File: config.mk
export PLATFORM = sky130hd
export DESIGN_NAME = ysyx_23060203_alu_arb_flat
export DESIGN_NICKNAME = d
export VERILOG_FILES = /design/src/rtl/ysyx_23060203_alu_arb_if.sv /design/src/rtl/ysyx_23060203_alu_arb.sv /design/src/flat_wrapper.sv
export SDC_FILE = /design/constraint.sdc
export NUM_CORES = 1
export LEC_CHECK = 0
export ABC_AREA = 1
export CORE_AREA = 2 2 132 134
export CTS_BUF_LIST = sky130_fd_sc_hd__clkbuf_16
export DETAILED_ROUTE_END_ITERATION = 12
export DIE_AREA = 0 0 134 136
export PLACE_DENSITY = 0.68
export SLEW_MARGIN = 20
export SYNTH_ARGS = -nofsm -noshare
export SYNTH_HDL_FRONTEND = slang
export SYNTH_SLANG_ARGS = --single-unit
File: constraint.sdc
create_clock -name clock -period 8.14 [get_ports clock]
set_input_delay 2.442 -clock clock [delete_from_list [all_inputs] [get_ports clock]]
set_output_delay 2.442 -clock clock [all_outputs]
set_load 0.01 [all_outputs]
File: src/rtl/ysyx_23060203_alu_arb_if.sv
// Bundle between the ALU arbiter and its neighbours: two requesters,
// two result consumers, the shared-ALU operand/result pair and stall_cnt.
interface ysyx_23060203_alu_arb_if #(
  parameter int TAG_W = 4
);
  logic             r0_valid;
  logic             r0_ready;
  logic [31:0]      r0_a;
  logic [31:0]      r0_b;
  logic [2:0]       r0_funct;
  logic             r0_funcs;
  logic [TAG_W-1:0] r0_tag;

  logic             r1_valid;
  logic             r1_ready;
  logic [31:0]      r1_a;
  logic [31:0]      r1_b;
  logic [2:0]       r1_funct;
  logic             r1_funcs;
  logic [TAG_W-1:0] r1_tag;

  logic             d0_valid;
  logic             d0_ready;
  logic [31:0]      d0_val;
  logic [TAG_W-1:0] d0_tag;

  logic             d1_valid;
  logic             d1_ready;
  logic [31:0]      d1_val;
  logic [TAG_W-1:0] d1_tag;

  logic [31:0]      alu_a;
  logic [31:0]      alu_b;
  logic [2:0]       alu_funct;
  logic             alu_funcs;
  logic [31:0]      alu_val;

  logic [15:0]      stall_cnt;

  modport master (
    output r0_valid, r0_a, r0_b, r0_funct,
    output r0_funcs, r0_tag,
    input  r0_ready,
    output r1_valid, r1_a, r1_b, r1_funct,
    output r1_funcs, r1_tag,
    input  r1_ready,
    input  d0_valid, d0_val, d0_tag,
    output d0_ready,
    input  d1_valid, d1_val, d1_tag,
    output d1_ready,
    input  alu_a, alu_b, alu_funct, alu_funcs,
    output alu_val,
    input  stall_cnt
  );

  modport slave (
    input  r0_valid, r0_a, r0_b, r0_funct,
    input  r0_funcs, r0_tag,
    output r0_ready,
    input  r1_valid, r1_a, r1_b, r1_funct,
    input  r1_funcs, r1_tag,
    output r1_ready,
    output d0_valid, d0_val, d0_tag,
    input  d0_ready,
    output d1_valid, d1_val, d1_tag,
    input  d1_ready,
    output alu_a, alu_b, alu_funct, alu_funcs,
    input  alu_val,
    output stall_cnt
  );
endinterface

File: src/rtl/ysyx_23060203_alu_arb.sv
// Round-robin sharing of one combinational ALU between EXU (port 0)
// and LSU (port 1); per-port registered result with valid/ready.
// Ports: clock, reset (async, active-high), bus (slave side).
module ysyx_23060203_alu_arb #(
  parameter int TAG_W = 4
) (
  input logic                    clock,
  input logic                    reset,
  ysyx_23060203_alu_arb_if.slave bus
);

  typedef struct packed {
    logic [31:0] a;
    logic [31:0] b;
    logic [2:0]  funct;
    logic        funcs;
  } op_t;

  op_t op0;
  op_t op1;
  op_t sel;

  logic             d0_valid_q;
  logic             d1_valid_q;
  logic [31:0]      d0_val_q;
  logic [31:0]      d1_val_q;
  logic [TAG_W-1:0] d0_tag_q;
  logic [TAG_W-1:0] d1_tag_q;
  logic             prio_q;
  logic             prio_d;
  logic [15:0]      stall_q;
  logic [15:0]      stall_d;

  logic free0;
  logic free1;
  logic elig0;
  logic elig1;
  logic rdy0;
  logic rdy1;
  logic fire0;
  logic fire1;
  logic use_funcs;

  assign op0 = {bus.r0_a, bus.r0_b,
                bus.r0_funct, bus.r0_funcs};
  assign op1 = {bus.r1_a, bus.r1_b,
                bus.r1_funct, bus.r1_funcs};

  // A slot is free when empty or draining now,
  // so a port can refill the same cycle it drains.
  always_comb begin
    free0 = !d0_valid_q | bus.d0_ready;
    free1 = !d1_valid_q | bus.d1_ready;
    elig0 = bus.r0_valid & free0;
    elig1 = bus.r1_valid & free1;
    rdy0  = free0 & (!prio_q | !elig1);
    rdy1  = free1 & (prio_q | !elig0);
    fire0 = bus.r0_valid & rdy0;
    fire1 = bus.r1_valid & rdy1;
  end

  always_comb begin
    sel = '0;
    unique case (1'b1)
      fire0:   sel = op0;
      fire1:   sel = op1;
      default: sel = '0;
    endcase
  end

  // funcs only has meaning for ADD (sub) and SHR (arith).
  assign use_funcs = (sel.funct == 3'b000)
                   | (sel.funct == 3'b101);

  assign bus.alu_a     = sel.a;
  assign bus.alu_b     = sel.b;
  assign bus.alu_funct = sel.funct;
  assign bus.alu_funcs = sel.funcs & use_funcs;

  // Winner hands priority to the other port.
  always_comb begin
    prio_d = prio_q;
    unique case (1'b1)
      fire0:   prio_d = 1'b1;
      fire1:   prio_d = 1'b0;
      default: prio_d = prio_q;
    endcase
  end

  always_comb begin
    stall_d = stall_q;
    if (elig0 & elig1 & ~&stall_q)
      stall_d = stall_q + 16'd1;
  end

  always_ff @(posedge clock or posedge reset) begin
    if (reset) begin
      prio_q  <= 1'b0;
      stall_q <= '0;
    end else begin
      prio_q  <= prio_d;
      stall_q <= stall_d;
    end
  end

  always_ff @(posedge clock or posedge reset) begin
    if (reset) begin
      d0_valid_q <= 1'b0;
      d0_val_q   <= '0;
      d0_tag_q   <= '0;
    end else if (fire0) begin
      d0_valid_q <= 1'b1;
      d0_val_q   <= bus.alu_val;
      d0_tag_q   <= bus.r0_tag;
    end else if (bus.d0_ready) begin
      d0_valid_q <= 1'b0;
    end
  end

  always_ff @(posedge clock or posedge reset) begin
    if (reset) begin
      d1_valid_q <= 1'b0;
      d1_val_q   <= '0;
      d1_tag_q   <= '0;
    end else if (fire1) begin
      d1_valid_q <= 1'b1;
      d1_val_q   <= bus.alu_val;
      d1_tag_q   <= bus.r1_tag;
    end else if (bus.d1_ready) begin
      d1_valid_q <= 1'b0;
    end
  end

  assign bus.r0_ready  = rdy0;
  assign bus.r1_ready  = rdy1;
  assign bus.d0_valid  = d0_valid_q;
  assign bus.d0_val    = d0_val_q;
  assign bus.d0_tag    = d0_tag_q;
  assign bus.d1_valid  = d1_valid_q;
  assign bus.d1_val    = d1_val_q;
  assign bus.d1_tag    = d1_tag_q;
  assign bus.stall_cnt = stall_q;

endmodule

File: src/flat_wrapper.sv
// flat-port wrapper written by rule: the top's interface ports become plain ports
module ysyx_23060203_alu_arb_flat 
#(
  parameter int TAG_W = 4
)
  (clock, reset, bus_r0_valid, bus_r0_a, bus_r0_b, bus_r0_funct, bus_r0_funcs, bus_r0_tag, bus_r0_ready, bus_r1_valid, bus_r1_a, bus_r1_b, bus_r1_funct, bus_r1_funcs, bus_r1_tag, bus_r1_ready, bus_d0_valid, bus_d0_val, bus_d0_tag, bus_d0_ready, bus_d1_valid, bus_d1_val, bus_d1_tag, bus_d1_ready, bus_alu_a, bus_alu_b, bus_alu_funct, bus_alu_funcs, bus_alu_val, bus_stall_cnt);
  ysyx_23060203_alu_arb_if #(.TAG_W(TAG_W)) bus_i ();
  input logic clock;
  input logic reset;
  input wire logic [$bits(bus_i.r0_valid)-1:0] bus_r0_valid;
  input wire logic [$bits(bus_i.r0_a)-1:0] bus_r0_a;
  input wire logic [$bits(bus_i.r0_b)-1:0] bus_r0_b;
  input wire logic [$bits(bus_i.r0_funct)-1:0] bus_r0_funct;
  input wire logic [$bits(bus_i.r0_funcs)-1:0] bus_r0_funcs;
  input wire logic [$bits(bus_i.r0_tag)-1:0] bus_r0_tag;
  output wire logic [$bits(bus_i.r0_ready)-1:0] bus_r0_ready;
  input wire logic [$bits(bus_i.r1_valid)-1:0] bus_r1_valid;
  input wire logic [$bits(bus_i.r1_a)-1:0] bus_r1_a;
  input wire logic [$bits(bus_i.r1_b)-1:0] bus_r1_b;
  input wire logic [$bits(bus_i.r1_funct)-1:0] bus_r1_funct;
  input wire logic [$bits(bus_i.r1_funcs)-1:0] bus_r1_funcs;
  input wire logic [$bits(bus_i.r1_tag)-1:0] bus_r1_tag;
  output wire logic [$bits(bus_i.r1_ready)-1:0] bus_r1_ready;
  output wire logic [$bits(bus_i.d0_valid)-1:0] bus_d0_valid;
  output wire logic [$bits(bus_i.d0_val)-1:0] bus_d0_val;
  output wire logic [$bits(bus_i.d0_tag)-1:0] bus_d0_tag;
  input wire logic [$bits(bus_i.d0_ready)-1:0] bus_d0_ready;
  output wire logic [$bits(bus_i.d1_valid)-1:0] bus_d1_valid;
  output wire logic [$bits(bus_i.d1_val)-1:0] bus_d1_val;
  output wire logic [$bits(bus_i.d1_tag)-1:0] bus_d1_tag;
  input wire logic [$bits(bus_i.d1_ready)-1:0] bus_d1_ready;
  output wire logic [$bits(bus_i.alu_a)-1:0] bus_alu_a;
  output wire logic [$bits(bus_i.alu_b)-1:0] bus_alu_b;
  output wire logic [$bits(bus_i.alu_funct)-1:0] bus_alu_funct;
  output wire logic [$bits(bus_i.alu_funcs)-1:0] bus_alu_funcs;
  input wire logic [$bits(bus_i.alu_val)-1:0] bus_alu_val;
  output wire logic [$bits(bus_i.stall_cnt)-1:0] bus_stall_cnt;
  assign bus_i.r0_valid = bus_r0_valid;
  assign bus_i.r0_a = bus_r0_a;
  assign bus_i.r0_b = bus_r0_b;
  assign bus_i.r0_funct = bus_r0_funct;
  assign bus_i.r0_funcs = bus_r0_funcs;
  assign bus_i.r0_tag = bus_r0_tag;
  assign bus_r0_ready = bus_i.r0_ready;
  assign bus_i.r1_valid = bus_r1_valid;
  assign bus_i.r1_a = bus_r1_a;
  assign bus_i.r1_b = bus_r1_b;
  assign bus_i.r1_funct = bus_r1_funct;
  assign bus_i.r1_funcs = bus_r1_funcs;
  assign bus_i.r1_tag = bus_r1_tag;
  assign bus_r1_ready = bus_i.r1_ready;
  assign bus_d0_valid = bus_i.d0_valid;
  assign bus_d0_val = bus_i.d0_val;
  assign bus_d0_tag = bus_i.d0_tag;
  assign bus_i.d0_ready = bus_d0_ready;
  assign bus_d1_valid = bus_i.d1_valid;
  assign bus_d1_val = bus_i.d1_val;
  assign bus_d1_tag = bus_i.d1_tag;
  assign bus_i.d1_ready = bus_d1_ready;
  assign bus_alu_a = bus_i.alu_a;
  assign bus_alu_b = bus_i.alu_b;
  assign bus_alu_funct = bus_i.alu_funct;
  assign bus_alu_funcs = bus_i.alu_funcs;
  assign bus_i.alu_val = bus_alu_val;
  assign bus_stall_cnt = bus_i.stall_cnt;
  ysyx_23060203_alu_arb #(.TAG_W(TAG_W)) u_core (.clock(clock), .reset(reset), .bus(bus_i));
endmodule
== Yosys cells after proc, flatten, opt, wreduce, memory -nomap -nowiden ==
Cells that the tools add are included.
Operators by class
  reductions and logical operators: 11
  bitwise logic cells: 14
  equality and inequality tests: 1
  add/sub/neg operators: 1
  mux-type cells: 6
Operators by type and width (count)
  68-bit case mux with 2 select lines: 1
  16-bit by 1-bit adder with 16-bit output, second input constant: 1
  16-bit AND reduction: 1
  1-bit AND: 9
  1-bit zero test: 6
  2-bit nonzero test: 3
  1-bit OR: 5
  1-bit two-way mux: 4
  3-bit == test, second input constant: 1
  3-bit zero test: 1
  1-bit case mux with 2 select lines: 1
Word-level totals
  word-level logic and storage cells: 41
  register bits after elaboration: 91
  output and inout port bits: 160
  input port bits: 182

== Longest topological paths before layout ==
Gate-level depths: netlist of run 1.
  word-level depth: 11
  depth in mapped cells: 11
  gate-level depth less buffers: 10

== Worst setup path before layout of run 1 ==
OpenSTA, ideal clock, no wires.
  kind: input port to output port
  start point: input bus_d1_ready
  end point: output bus_alu_funcs
  stages on the path: 9
  path buffers: 1
  arrival: 3418 ps
  data required time: 5698 ps
  path slack: 2280 ps
  cells stage by stage: inv_1 -> a21boi_2 -> nand2_2 -> inv_2 -> buf_2 -> nand2_1 -> nand2_1 -> nand2_1 -> a21oi_1
On the way
  word-level cells in the longest chain between the ends: 10
Ends and longest elaborated chain
  from (decl): line flat_wrapper.sv:31  | input wire logic [$bits(bus_i.d1_ready)-1:0] bus_d1_ready;
  1-bit OR (*): line ysyx_23060203_alu_arb.sv:53  | free1 = !d1_valid_q | bus.d1_ready;
  1-bit AND: line ysyx_23060203_alu_arb.sv:55  | elig1 = bus.r1_valid & free1;
  1-bit zero test: line ysyx_23060203_alu_arb.sv:56  | rdy0 = free0 & (!prio_q | !elig1);
  1-bit OR: line ysyx_23060203_alu_arb.sv:56
  1-bit AND: line ysyx_23060203_alu_arb.sv:56
  1-bit AND: line ysyx_23060203_alu_arb.sv:58  | fire0 = bus.r0_valid & rdy0;
  68-bit case mux with 2 select lines (*): line ysyx_23060203_alu_arb.sv:64  | unique case (1'b1)
  3-bit == test / 3-bit zero test (equally long branches): line ysyx_23060203_alu_arb.sv:73, ysyx_23060203_alu_arb.sv:72
  1-bit OR: line ysyx_23060203_alu_arb.sv:73  | | (sel.funct == 3'b101);
  1-bit AND (*): line ysyx_23060203_alu_arb.sv:78  | assign bus.alu_funcs = sel.funcs & use_funcs;
  to (decl): line flat_wrapper.sv:35  | output wire logic [$bits(bus_i.alu_funcs)-1:0] bus_alu_funcs;
Mark *: on every way between the ends. The rest lies on a longest branch, timed or not.

== Final worst setup path of run 1 ==
  start point: input bus_d0_ready
  end point: output bus_alu_funcs
On the way
  word-level cells in the longest chain between the ends: 10
Ends and longest elaborated chain
  from (decl): line flat_wrapper.sv:27  | input wire logic [$bits(bus_i.d0_ready)-1:0] bus_d0_ready;
  1-bit OR (*): line ysyx_23060203_alu_arb.sv:52  | free0 = !d0_valid_q | bus.d0_ready;
  1-bit AND: line ysyx_23060203_alu_arb.sv:54  | elig0 = bus.r0_valid & free0;
  1-bit zero test: line ysyx_23060203_alu_arb.sv:57  | rdy1 = free1 & (prio_q | !elig0);
  1-bit OR: line ysyx_23060203_alu_arb.sv:57
  1-bit AND: line ysyx_23060203_alu_arb.sv:57
  1-bit AND: line ysyx_23060203_alu_arb.sv:59  | fire1 = bus.r1_valid & rdy1;
  68-bit case mux with 2 select lines (*): line ysyx_23060203_alu_arb.sv:64
  3-bit == test / 3-bit zero test (equally long branches): line ysyx_23060203_alu_arb.sv:73, ysyx_23060203_alu_arb.sv:72
  1-bit OR: line ysyx_23060203_alu_arb.sv:73
  1-bit AND (*): line ysyx_23060203_alu_arb.sv:78
Marked as above.

==> results.md, run 1 <==
* Status: finished clean
* Clock Power Share at 25.0%
* Hpwl dp at 13300 um
* Register area share after synthesis at 50.3%
* # Post-CTS Setup Buffers at 0
* Rows at 48
* Largest fanout on the critical path at 69
* Via density at 4.47
* Setup CP Type: primary input to primary output
* Initial antenna violation count at 1
* Number of flops mapped to enable cells by yosys at 0
* Final cycle utilization of the critical path at 86.7%
* Iter 0 DRT Violations at 211
* DRC viols at 0
* Final core occ at 50.1%
* Worst Setup Start Kind: primary input
* Root buffer cell: clkbuf_16
* Num ports at 342
* Crit path arrival time at 4610 ps
* Fmax at 142 MHz
* WP data required at 5700 ps
* Die Area at 0.0182 sq mm
* Max Root-Sink Buffers at 2
* Die Span Y at 136 um
* Synthesized area at 0.00453 sq mm
* Slew Viols, Final at 0
* Dominant cells by area after synthesis: dfrtp_1 50%, nand2_1 14%, a22o_1 12%
* Clock-pin slew on the worst setup and hold paths at 60 ps
* Crit. End Element: primary output
* Syn_area_per_cell at 8.58 sq um
* Worst clock skew at 6.01 ps
* Net Count, Synth at 711
* Post-synthesis sequential element count at 91
* Area share of the largest cell type after synthesis at 50.3%
* Core area at 0.0169 sq mm
* Share of layout cells above drive strength 1 at 4.19%
* Pin count of the biggest net entering global routing at 70
* Worst VDD drop at 0.141 mV
* IO Port Bufs at 341
* GRT Util Overall at 18.0%
* Post-Syn Instances at 528
* Leakage power at 0.00374 uW
* Compound-Gate Fraction of Synth Area at 20.3%
* First-pass GRT wire length at 25600 um
* H-tree Lvls at 3
* RSZ-0062 raised after global routing: no
* Starting Density at 26.8%
* Most frequent cell after synthesis: nand2_1
* Hold Path Class: register to register
* Fill count at 1594
* Wire length per cell at 15.9 um
* DRT Wirelength at 17300 um
* Adder-cell share of the synthesized area at 0.276%
* Total CTS buffers at 9
* Max Cap Viol at 0
* CTS Sinks at 91
* Clk Latency, worst-skew pair at 340 ps
* PwrDens at 211 mW/mm^2
* Final worst slack at 1090 ps
* Via count at 4850
* Psw at 551 uW
* Die Wd at 134 um
* Worst-Margin Slew at 856 ps
* Most frequent cells after synthesis: 166 x nand2_1, 91 x dfrtp_1, 67 x o21ai_0
* Post-synthesis mux area share at 0%
* Grt total ovfl at 0
* RD Place Congestion at 0.802
* Final nets at 1038
* Ys async rst share at 100%
* YS warnings at 0
* Seq pwr share at 34.7%
* Ys flop type: dfrtp_1
* Post-DRT Antenna Nets at 0
* Pre-CTS WS at 1080 ps
* Synth Area in XOR/XNOR at 2.13%
* Count of cell types in the netlist at 28
* Switch share at 30.8%
* Min cycle time layout at 7050 ps
* Cell internal pwr at 1240 uW
* Combinational power share at 40.3%
* Vias in the first global route at 4708
* Post-synthesis simple-gate area fraction at 18.9%
* TritonRoute pass-1 iters at 4
* Post-CTS Hold Buffers at 0
* Relative slew slack at 42.9%
* CTS resizes at 0
* Final-report setup violation count at 0
* Setup tns final at 0 ps
* Area Overhead vs Synth at 86.7%
* Final Hold Vio Count at 0
* Cell taking the most area after synthesis: dfrtp_1
* CTS tree: yes
* Largest family of logic cells by synthesized area: compound AO/OA/AOI/OAI gates
-- layout make-up --
cell class | instances | area, sq um | share of cell area (%)
Clock buffer | 9 | 225 | 2.66
Timing Repair Buffer | 346 | 3480 | 41.1
Multi-Input combinational cell | 352 | 1890 | 22.3
Tap cell | 225 | 282 | 3.33
Sequential cell | 91 | 2280 | 26.9
Clock inverter | 7 | 92.6 | 1.10
Antenna cell | 1 | 2.50 | 0.0296
Inverter | 55 | 210 | 2.49
-- sequential cells by signal (all words and copies together), names as in the netlist --
name,cells
u_core.bus.d0_val,32
u_core.bus.d1_val,32
u_core.bus.stall_cnt,16
u_core.bus.d0_tag,4
u_core.bus.d1_tag,4
u_core.bus.d0_valid,1
u_core.bus.d1_valid,1
u_core.prio_q,1
-- critical path, cell delays in order --
cell and delay [ps]:
clkdlybuf4s50_1 530, inv_1 80, a21oi_2 230, nand2_2 90
inv_2 70, buf_12 270, nand2_1 90, nand2_1 80
nand2_1 40, a21oi_1 110, clkdlybuf4s50_1 550
-- cell usage in the layout, fill, tap and decap left out, types with 3 or more instances in the layout --
cell | synthesis | routed
clkdlybuf4s50_1 | 0 | 341
nand2_1 | 166 | 166
dfrtp_1 | 91 | 91
o21ai_0 | 67 | 67
a22o_1 | 64 | 64
inv_1 | 50 | 50
nand3_1 | 12 | 12
nor2_1 | 11 | 11
clkbuf_16 | 0 | 9
xor2_1 | 7 | 7
xnor2_1 | 4 | 4
nand4_1 | 4 | 4
inv_2 | 4 | 4
nand2_2 | 3 | 3
buf_4 | 2 | 3
-- path summary, 6_finish.rpt --
path                                       endpoint  slack [ps]  cells after the start                     from
setup / recovery                      bus_alu_funcs        1090                     11             bus_d0_ready
hold / removal                u_core.bus.d1_val[11]         480                      2    u_core.bus.d1_val[11]
setup reg to reg           u_core.bus.stall_cnt[15]        6310                     10  u_core.bus.stall_cnt[1]
hold reg to reg               u_core.bus.d1_val[11]         480                      2    u_core.bus.d1_val[11]
max in group asynchronous      u_core.bus.d1_tag[3]        4520                      3                    reset
min in group asynchronous   u_core.bus.stall_cnt[3]        2410                      2                    reset
-- metal layers --
layer | vias to the layer above | track usage [%] | routed length, um
met3 | 22 | 6.94 | 1630
met5 | - | 0 | 0
met4 | 0 | 5.61 | 306
met2 | 187 | 30.2 | 8280
met1 | 2241 | 21.4 | 7090
li1 | 2400 | - | -
-- through the flow --
stage	power [uW]	cell area (sq um)	hold slack [ps]	std cells
floorplan	901	4530	515	528
global placement	1350	8130	463	1069
detailed placement	1350	8130	471	1069
CTS	1810	8450	487	1085
global route	1890	8450	495	1086
finish	1790	8450	480	1086
-- cells by family (layout without fill, tap and decap cells) --
group / count (synthesis) / count (layout)
xor gates and xnor gates: 11 / 11
and+or+nand+nor: 206 / 206
DFF: 91 / 91
adders and majority gates: 1 / 1
AOI/OAI and AO/OA: 134 / 134
other: 0 / 1
buffers and inverters: 85 / 417
-- power by group through the flow --
stage | clock (uW) | sequential [uW] | combinational (uW)
floorplan | 0 | 668 | 233
global placement | 0 | 623 | 724
detailed placement | 0 | 625 | 728
CTS | 461 | 620 | 731
global route | 477 | 632 | 779
finish | 446 | 619 | 721
No activity file was read; power rests on OpenSTA's default activity.
==> inputs of run 2 (changes only) <==
--- a/config.mk
+++ b/config.mk
@@ -6,10 +6,12 @@
 export NUM_CORES = 1
 export LEC_CHECK = 0
 export ABC_AREA = 1
+export CAP_MARGIN = 5
 export CORE_AREA = 2 2 132 134
 export CTS_BUF_LIST = sky130_fd_sc_hd__clkbuf_16
 export DETAILED_ROUTE_END_ITERATION = 12
 export DIE_AREA = 0 0 134 136
+export GPL_TIMING_DRIVEN = 0
 export PLACE_DENSITY = 0.68
 export SLEW_MARGIN = 20
 export SYNTH_ARGS = -nofsm -noshare
==> results.md, run 2 (synthesis gave the netlist of run 1 again) <==
* Starting Density at 26.8% (unchanged)
* First-pass GRT wire length at 27500 um (+7.4%)
* Via density at 4.44 (-0.57%)
* Worst Hold Depth at 2 (unchanged)
* Commonest non-fill, non-tap cells in the layout: 341 x clkdlybuf4s50_1, 166 x nand2_1, 91 x dfrtp_1
* DRT Wirelength at 18600 um (+7.5%)
* Crit path arrival time at 4910 ps (+300 ps)
* Area Overhead vs Synth at 88.4%
* Share of layout cells above drive strength 1 at 6.09% (+1.9 points)
* CTS tree: yes
* TritonRoute pass-1 iters at 4 (unchanged)
* WP data required at 5700 ps (about the same)
* Clk Latency, worst-skew pair at 340 ps (about the same)
* CTS Sinks at 91 (unchanged)
* Die Area at 0.0182 sq mm (unchanged)
* Relative slew slack at 65.7% (+23 points)
* Vias in the first global route at 4866 (+3.4%)
* Worst-Margin Slew at 515 ps (-341 ps)
* Total CTS buffers at 9 (unchanged)
* Hold Path Class: register to register
* Initial antenna violation count at 1 (unchanged)
* Status: finished clean
* Final nets at 1064 (+2.5%)
* Placed cell areas at 0.00826 sq mm (+1.5%)
* # Post-CTS Setup Buffers at 0 (unchanged)
* Worst VDD drop at 0.149 mV (+5.7%)
* Setup tns final at 0 ps (unchanged)
* Fill count at 1612 (+1.1%)
* Reg2reg end: u_core.bus.stall_cnt[12]
* R2R setup slack at 6330 ps (+20 ps)
* Core area at 0.0169 sq mm (unchanged)
* RSZ-0062 raised after global routing: no
* Reg2reg start: u_core.bus.stall_cnt[1]
* Final core occ at 50.6% (+0.48 points)
* Post-DRT Antenna Nets at 0 (unchanged)
* Worst clock skew at 8.09 ps (+2.08 ps)
* Cell area after layout at 0.00853 sq mm (+0.96%)
* Max Cap Viol at 0 (unchanged)
* Final Hold Vio Count at 0 (unchanged)
* Pwr Total at 1750 uW (-1.8%)
* CTS resizes at 0 (unchanged)
* RD Place Congestion at 0.836 (+4.2%)
* Commonest non-fill, non-tap cell in the layout: clkdlybuf4s50_1
* Post-route insts no fill at 1112 (+2.4%)
* Setup CP Type: primary input to primary output
* Fmax at 136 MHz (-4.0%)
* Wire length per cell at 16.7 um (+5.0%)
* Post-CTS Hold Buffers at 0 (unchanged)
* Final-report setup violation count at 0 (unchanged)
* Slew Viols, Final at 0 (unchanged)
* Final cycle utilization of the critical path at 90.3% (+3.6 points)
* Clock-pin slew on the worst setup and hold paths at 60 ps (about the same)
* Rows at 48 (unchanged)
* Min cycle time layout at 7350 ps (+292 ps)
* Via count at 4938 (+1.8%)
* Num ports at 342 (unchanged)
* IO Port Bufs at 341 (unchanged)
* Max Root-Sink Buffers at 2 (unchanged)
* R2R depth at 11 (+1)
* H-tree Lvls at 3 (unchanged)
* Worst Hold Endpoint: u_core.bus.d1_tag[2]
* Root buffer cell: clkbuf_16
* Hpwl dp at 14700 um (+10%)
* Dpl cells at 1095 (+2.4%)
* Die Span Y at 136 um (unchanged)
* Hold path startpoint: u_core.bus.d1_tag[2]
* Grt total ovfl at 0 (unchanged)
* Die Wd at 134 um (unchanged)
* Largest fanout on the critical path at 10 (-86%)
* Pin count of the biggest net entering global routing at 68 (-2.9%)
* Worst Setup Start Kind: primary input
* GRT Util Overall at 19.6% (+1.6 points)
* DRC viols at 0 (unchanged)
* PwrDens at 206 mW/mm^2 (-2.7%)
* Iter 0 DRT Violations at 306 (+45%)
* Crit. End Element: primary output
* Leakage power at 0.00380 uW (+1.5%)
[run 2: cell count changes in the layout (fill, tap and decap cells not counted), moves of 2 or more]
cell and change:
inv_6 +2, clkinvlp_4 +2, clkbuf_1 +10, bufinv_16 -2, buf_2 +16, buf_6 +2, buf_12 -2
[run 2: worst max-delay path, stage by stage]
cell and delay [ps]:
clkdlybuf4s50_1 540, a21boi_2 310, nand2_2 200, inv_2 150, buf_2 290, buf_4 240
a22o_1 170, clkdlybuf4s50_1 560
[run 2: worst max path at each step]
stage                       from       endpoint  depth (start not counted)
detailed placement  bus_r1_valid  bus_alu_a[13]                          8
floorplan           bus_d1_ready  bus_alu_funcs                          9
global placement    bus_r1_valid  bus_alu_a[13]                          8
finish              bus_r1_valid  bus_alu_a[13]                          8
CTS                 bus_r1_valid  bus_alu_a[13]                          8
global route        bus_r1_valid  bus_alu_a[13]                          8
[run 2: layer usage]
layer  wire [um]  GRT usage (%)  up-vias
li1            -              -     2445
met1        7540           23.3     2297
met2        9090           33.6      184
met3        1760           7.90       12
met4         203           4.08        0
met5           0              0        -
[run 2: report_power, final]
part / total, uW / internal [uW] / switching, uW
registers: 622 / 553 / 68.8
clock network: 391 / 208 / 183
logic: 741 / 421 / 321
[run 2: per-stage QoR]
stage / setup WS, ps / hold WS (ps)
6_report: 793 / 480
5_1_grt: 616 / 509
4_1_cts: 730 / 483
3_5_place_dp: 744 / 464
3_3_place_gp: 788 / 463
2_1_floorplan: 2280 / 515
[run 2: area by class of cell]
class | instances | area [sq um] | share of cell area (%)
diodes | 1 | 2.50 | 0.0293
plain buffers | 30 | 155 | 1.82
clock buffers | 9 | 225 | 2.64
clock inverters | 7 | 50.0 | 0.587
inverters | 55 | 214 | 2.51
multi-input cells | 352 | 1890 | 22.1
flip-flops and latches | 91 | 2280 | 26.7
well taps | 225 | 282 | 3.30
repair buffers | 342 | 3440 | 40.3
